===== config.mk =====
export PLATFORM = sky130hd
export DESIGN_NAME = kpn_channel_fifo
export DESIGN_NICKNAME = d
export VERILOG_FILES = /design/src/rtl/kpn_channel_fifo.sv
export SDC_FILE = /design/constraint.sdc
export NUM_CORES = 1
export LEC_CHECK = 0
export ABC_AREA = 1
export BUFFER_PORTS_ARGS = -buffer_cell sky130_fd_sc_hd__buf_2
export CAP_MARGIN = 40
export CORE_ASPECT_RATIO = 0.9
export CORE_MARGIN = 2
export CORE_UTILIZATION = 64
export DETAILED_ROUTE_END_ITERATION = 6
export PLACE_DENSITY = 0.84
export SETUP_SLACK_MARGIN = 0.02
export SKIP_LAST_GASP = 1
export SLEW_MARGIN = 0
export SYNTH_ARGS = -nofsm -noshare
export SYNTH_HDL_FRONTEND = slang
export SYNTH_SLANG_ARGS = --single-unit

===== constraint.sdc =====
create_clock -name clk -period 5.18 [get_ports clk]
set_input_delay 1.036 -clock clk [delete_from_list [all_inputs] [get_ports clk]]
set_output_delay 1.036 -clock clk [all_outputs]
set_load 0.02 [all_outputs]

===== src/rtl/kpn_channel_fifo.sv =====
// Buffered 16-bit KPN token channel: valid/ready FIFO with first-word-fall-through
// read side and a sticky peak-occupancy monitor for channel sizing.
module kpn_channel_fifo #(
    parameter int DEPTH      = 8,
    parameter int ADDR_WIDTH = 3
) (
    input  logic                  clk,
    input  logic                  rst_n,
    input  logic [15:0]           entry_1,
    input  logic                  entry_valid,
    output logic                  entry_ready,
    output logic [15:0]           output_1,
    output logic                  output_valid,
    input  logic                  output_ready,
    output logic [ADDR_WIDTH:0]   count,
    output logic [ADDR_WIDTH:0]   max_count
);

    localparam logic [ADDR_WIDTH:0] FULL_CNT = (ADDR_WIDTH+1)'(DEPTH);

    logic [15:0]           mem [DEPTH];
    logic [ADDR_WIDTH-1:0] wr_ptr, rd_ptr;
    logic [ADDR_WIDTH:0]   count_next;
    logic                  wr_en, rd_en;

    // Flags come only from registered count, so ready never depends on output_ready.
    assign entry_ready  = (count != FULL_CNT);
    assign output_valid = (count != '0);
    assign wr_en        = entry_valid && entry_ready;
    assign rd_en        = output_valid && output_ready;

    // Mask the stale array word while empty so the head reads 0 after reset/drain.
    assign output_1 = output_valid ? mem[rd_ptr] : 16'h0000;

    always_comb begin
        count_next = count;
        if (wr_en && !rd_en)
            count_next = count + (ADDR_WIDTH+1)'(1);
        else if (rd_en && !wr_en)
            count_next = count - (ADDR_WIDTH+1)'(1);
    end

    always_ff @(posedge clk) begin
        if (wr_en)
            mem[wr_ptr] <= entry_1;
    end

    always_ff @(posedge clk or negedge rst_n) begin
        if (!rst_n) begin
            wr_ptr    <= '0;
            rd_ptr    <= '0;
            count     <= '0;
            max_count <= '0;
        end else begin
            if (wr_en)
                wr_ptr <= wr_ptr + ADDR_WIDTH'(1);
            if (rd_en)
                rd_ptr <= rd_ptr + ADDR_WIDTH'(1);
            count <= count_next;
            if (count_next > max_count)
                max_count <= count_next;
        end
    end

endmodule

==> key figures <==
Run status
  – Outcome: completed

Floorplanning
  – Die Wd: 106 um
  – Die height: 95.5 um
  – Core area: 9080 sq um
  – Die area: slightly above 10,000 sq um
  – Rows: 33
  – Io pins: 46
  – Initial Utilization: 0.656

Layout
  – Fin cells: 669
  – Register area: about 4200 sq um
  – Ant diodes: 0
  – Area growth syn-to-layout: 15.3%
  – Final #Nets: between 500 and 600
  – Layout cell share with drive strength beyond 1: 0.196
  – Layout fillers: 560
  – Multi-input gate area: 1560 sq um

Setup path
  – Crit path launch type: flip-flop
  – Slowest stage delay, CP: approximately 0.64 ns
  – Worst setup EP type: output port
  – Top delay family on crit path: buffers and inverters
  – Worst path slowest cell: dfrtp_1
  – CP dominant cell by count: nor2_1
  – Req. time, crit path: around 4.1 ns
  – Bufs and invs on worst path: 2
  – Critical path launch point: rd_ptr[1]$_DFFE_PN0P_
  – CP arrival: about 2.5 ns
  – CP Max Fanout: 50
  – Reg-to-reg critical path startpoint: count[0]$_DFF_PN0_
  – Crit-path cells: buf_4 > o21ai_0 > o22ai_1 > nor2_1 > nor2_1 > buf_2
  – Crit path kind: reg2out

Timing
  – RSZ-0062 raised after global routing: false
  – Max Freq: about 280 MHz
  – Clock skew: approximately 0.0065 ns
  – Slew Limit Headroom: 0.408
  – Fin crit share: 0.683
  – Fin. Hold Viols: 0
  – Fin. max-slew vios: 0
  – Tmin final: 3.54 ns
  – Slew @ Worst Pin: 0.885 ns
  – # setup viols final: 0
  – Final setup TNS: 0 ns

Yosys
  – Post-synthesis sequential area ratio: 0.704
  – Syn_area_per_cell: 12.4 sq um
  – Synth Net Count: 509
  – Synthesis-stage register bit count: approximately 140
  – Area contributors post-synth: edfxtp_1 64%, nor2_1 6.7%, dfrtp_1 5.9%
  – Post-synth top area share: 0.645
  – Most instantiated cells after synthesis: 128 x edfxtp_1, 107 x nor2_1, 44 x o21ai_1
  – Post-synth top area cell: edfxtp_1
  – Syn Inst Count: 481
  – Synth cell types: 32
  – Asr flop ratio synth: 0.0986
  – Top-count cell post-synth: edfxtp_1
  – Mapped Area: 5960 sq um
  – Yosys warns: 0
  – Number of synthesized flops with an enable pin: 128
  – Dominant synthesized flop cell: edfxtp_1

Routing
  – Via density: 5.80
  – Vias: between 3,000 and 4,000
  – DRT Pass-1 Iters: 5
  – Wire length per cell: 18.1 um
  – DR iter-0 viols: 319
  – DRT antenna net count: 0
  – # DRC: 0
  – DRT Wirelength: 12.1 mm

Clock tree
  – H-tree depth: 4
  – CTS clk-pin slew, worst paths: roughly 0.060 ns
  – Post_cts resized: 0
  – Postcts setup bufs: 0
  – Clk_lat worst skew: 0.53 ns
  – CTS tree: yes
  – Clock buffer depth: 2
  – TritonCTS Sinks: 142
  – CTS Buf Count: 17
  – Clock root buffer: clkbuf_8
  – CTS Hold Bufs: 0

Global routing
  – Total global-route track usage: 0.258
  – Vias in the first global route: 3,786
  – GRT Residual Overflow: 0
  – Initial antenna violation count: 0
  – Largest net degree at the start of global routing: 66
  – First-pass GRT wire length: 18.9 mm

Job
  – Max cap viols: 0

Placement
  – Cells after DPL: around 640
  – IO buf count: 45
  – DP HPWL: 6.95 mm
  – GP Congestion: 0.822

Power
  – Psw: 1680 uW
  – Worst vdd ir: 0.478 mV
  – Combinational power share: 0.377
  – Internal: approximately 2600 uW
  – Static leakage: 0.00257 uW
  – Power per cell area: ~630 nW/um^2
  – Seq pwr share: 0.364
  – Clk pwr share: 0.260
  – Switch share: 0.389

Min path
  – Hold Path Class: in2async
==> per-stage QoR <==
step	worst slack [ns]	power, uW	cell area, sq um	hold WS [ns]	utilization
after floorplan	2.42	2770	5960	0.492	-
after global placement	2.31	3120	6280	0.481	0.692
after detailed placement	2.25	3200	6320	0.500	0.696
after CTS	1.67	4340	6870	0.386	0.756
after global routing	1.46	4570	6870	0.410	0.756
final	1.64	4330	6870	0.393	0.756
==> area by class of cell <==
type	instances	area share
clock buffer	18	0.0608
multi-input combinational	295	0.227
clock inverter	14	0.0197
tap	122	0.0222
timing repair buffer	58	0.0488
sequential	142	0.611
inverter	20	0.0109
==> sequential cells by signal, indices dropped and copies added (netlist names) <==
register   flops
mem          128
count          4
max_count      4
rd_ptr         3
wr_ptr         3
==> layout by cell type, fill, tap and decap left out, types with 2 or more instances in the layout <==
cell / netlist / final
a21oi_1: 2 / 2
buf_4: 5 / 12
xor2_1: 4 / 4
buf_2: 11 / 45
nand3_1: 9 / 9
inv_1: 15 / 15
clkbuf_16: 0 / 16
inv_6: 0 / 4
o21ai_1: 44 / 44
clkinv_4: 0 / 4
xnor2_1: 2 / 2
nand2_2: 6 / 6
dfrtp_1: 14 / 13
o22ai_1: 16 / 16
edfxtp_1: 128 / 128
nand2_1: 32 / 32
inv_2: 5 / 5
o21ai_0: 37 / 37
ha_1: 8 / 8
nor2_1: 107 / 107
clkinvlp_4: 0 / 4
nand2_4: 2 / 2
mux2i_1: 16 / 16
==> final timing paths <==
| check | end | slack, ns | cells after the start |
|---|---|---|---|
| max in group asynchronous | rd_ptr[0]$_DFFE_PN0P_ | 4.52 | 1 |
| setup reg to reg | max_count[2]$_DFFE_PN0N_ | 2.32 | 13 |
| hold / removal | max_count[1]$_DFFE_PN0N_ | 0.39 | 1 |
| hold reg to reg | max_count[1]$_DFFE_PN0N_ | 0.51 | 2 |
| setup / recovery | output_1[8] | 1.64 | 6 |
| min in group clk | max_count[1]$_DFFE_PN0N_ | 0.51 | 2 |
==> cells by family after synthesis <==
| logic type | Yosys count | synth area share |
|---|---|---|
| AO/OA/AOI/OAI | 104 | 0.0964 |
| XOR/XNOR | 6 | 0.00882 |
| multiplexers | 16 | 0.0269 |
| flip-flops | 142 | 0.704 |
| AND/OR/NAND/NOR | 161 | 0.113 |
| adder cells (fa/ha/maj) | 8 | 0.0168 |
| buffers and inverters | 44 | 0.0344 |
==> power groups by stage <==
stage          clock network [uW]  logic, uW  registers [uW]
6_report                     1120       1630            1570
3_5_place_dp                    0       1610            1590
2_1_floorplan                   0       1190            1570
4_1_cts                      1130       1630            1570
5_1_grt                      1180       1800            1590
3_3_place_gp                    0       1530            1580
==> metal layers <==
metal / track usage / share of wire / vias to the layer above
li1: - / - / 1825
met1: 0.314 / 0.40 / 1864
met2: 0.431 / 0.50 / 161
met3: 0.0772 / 0.071 / 28
met4: 0.116 / 0.026 / 0
met5: 0 / 0 / -
No activity file was read; power rests on OpenSTA's default activity.
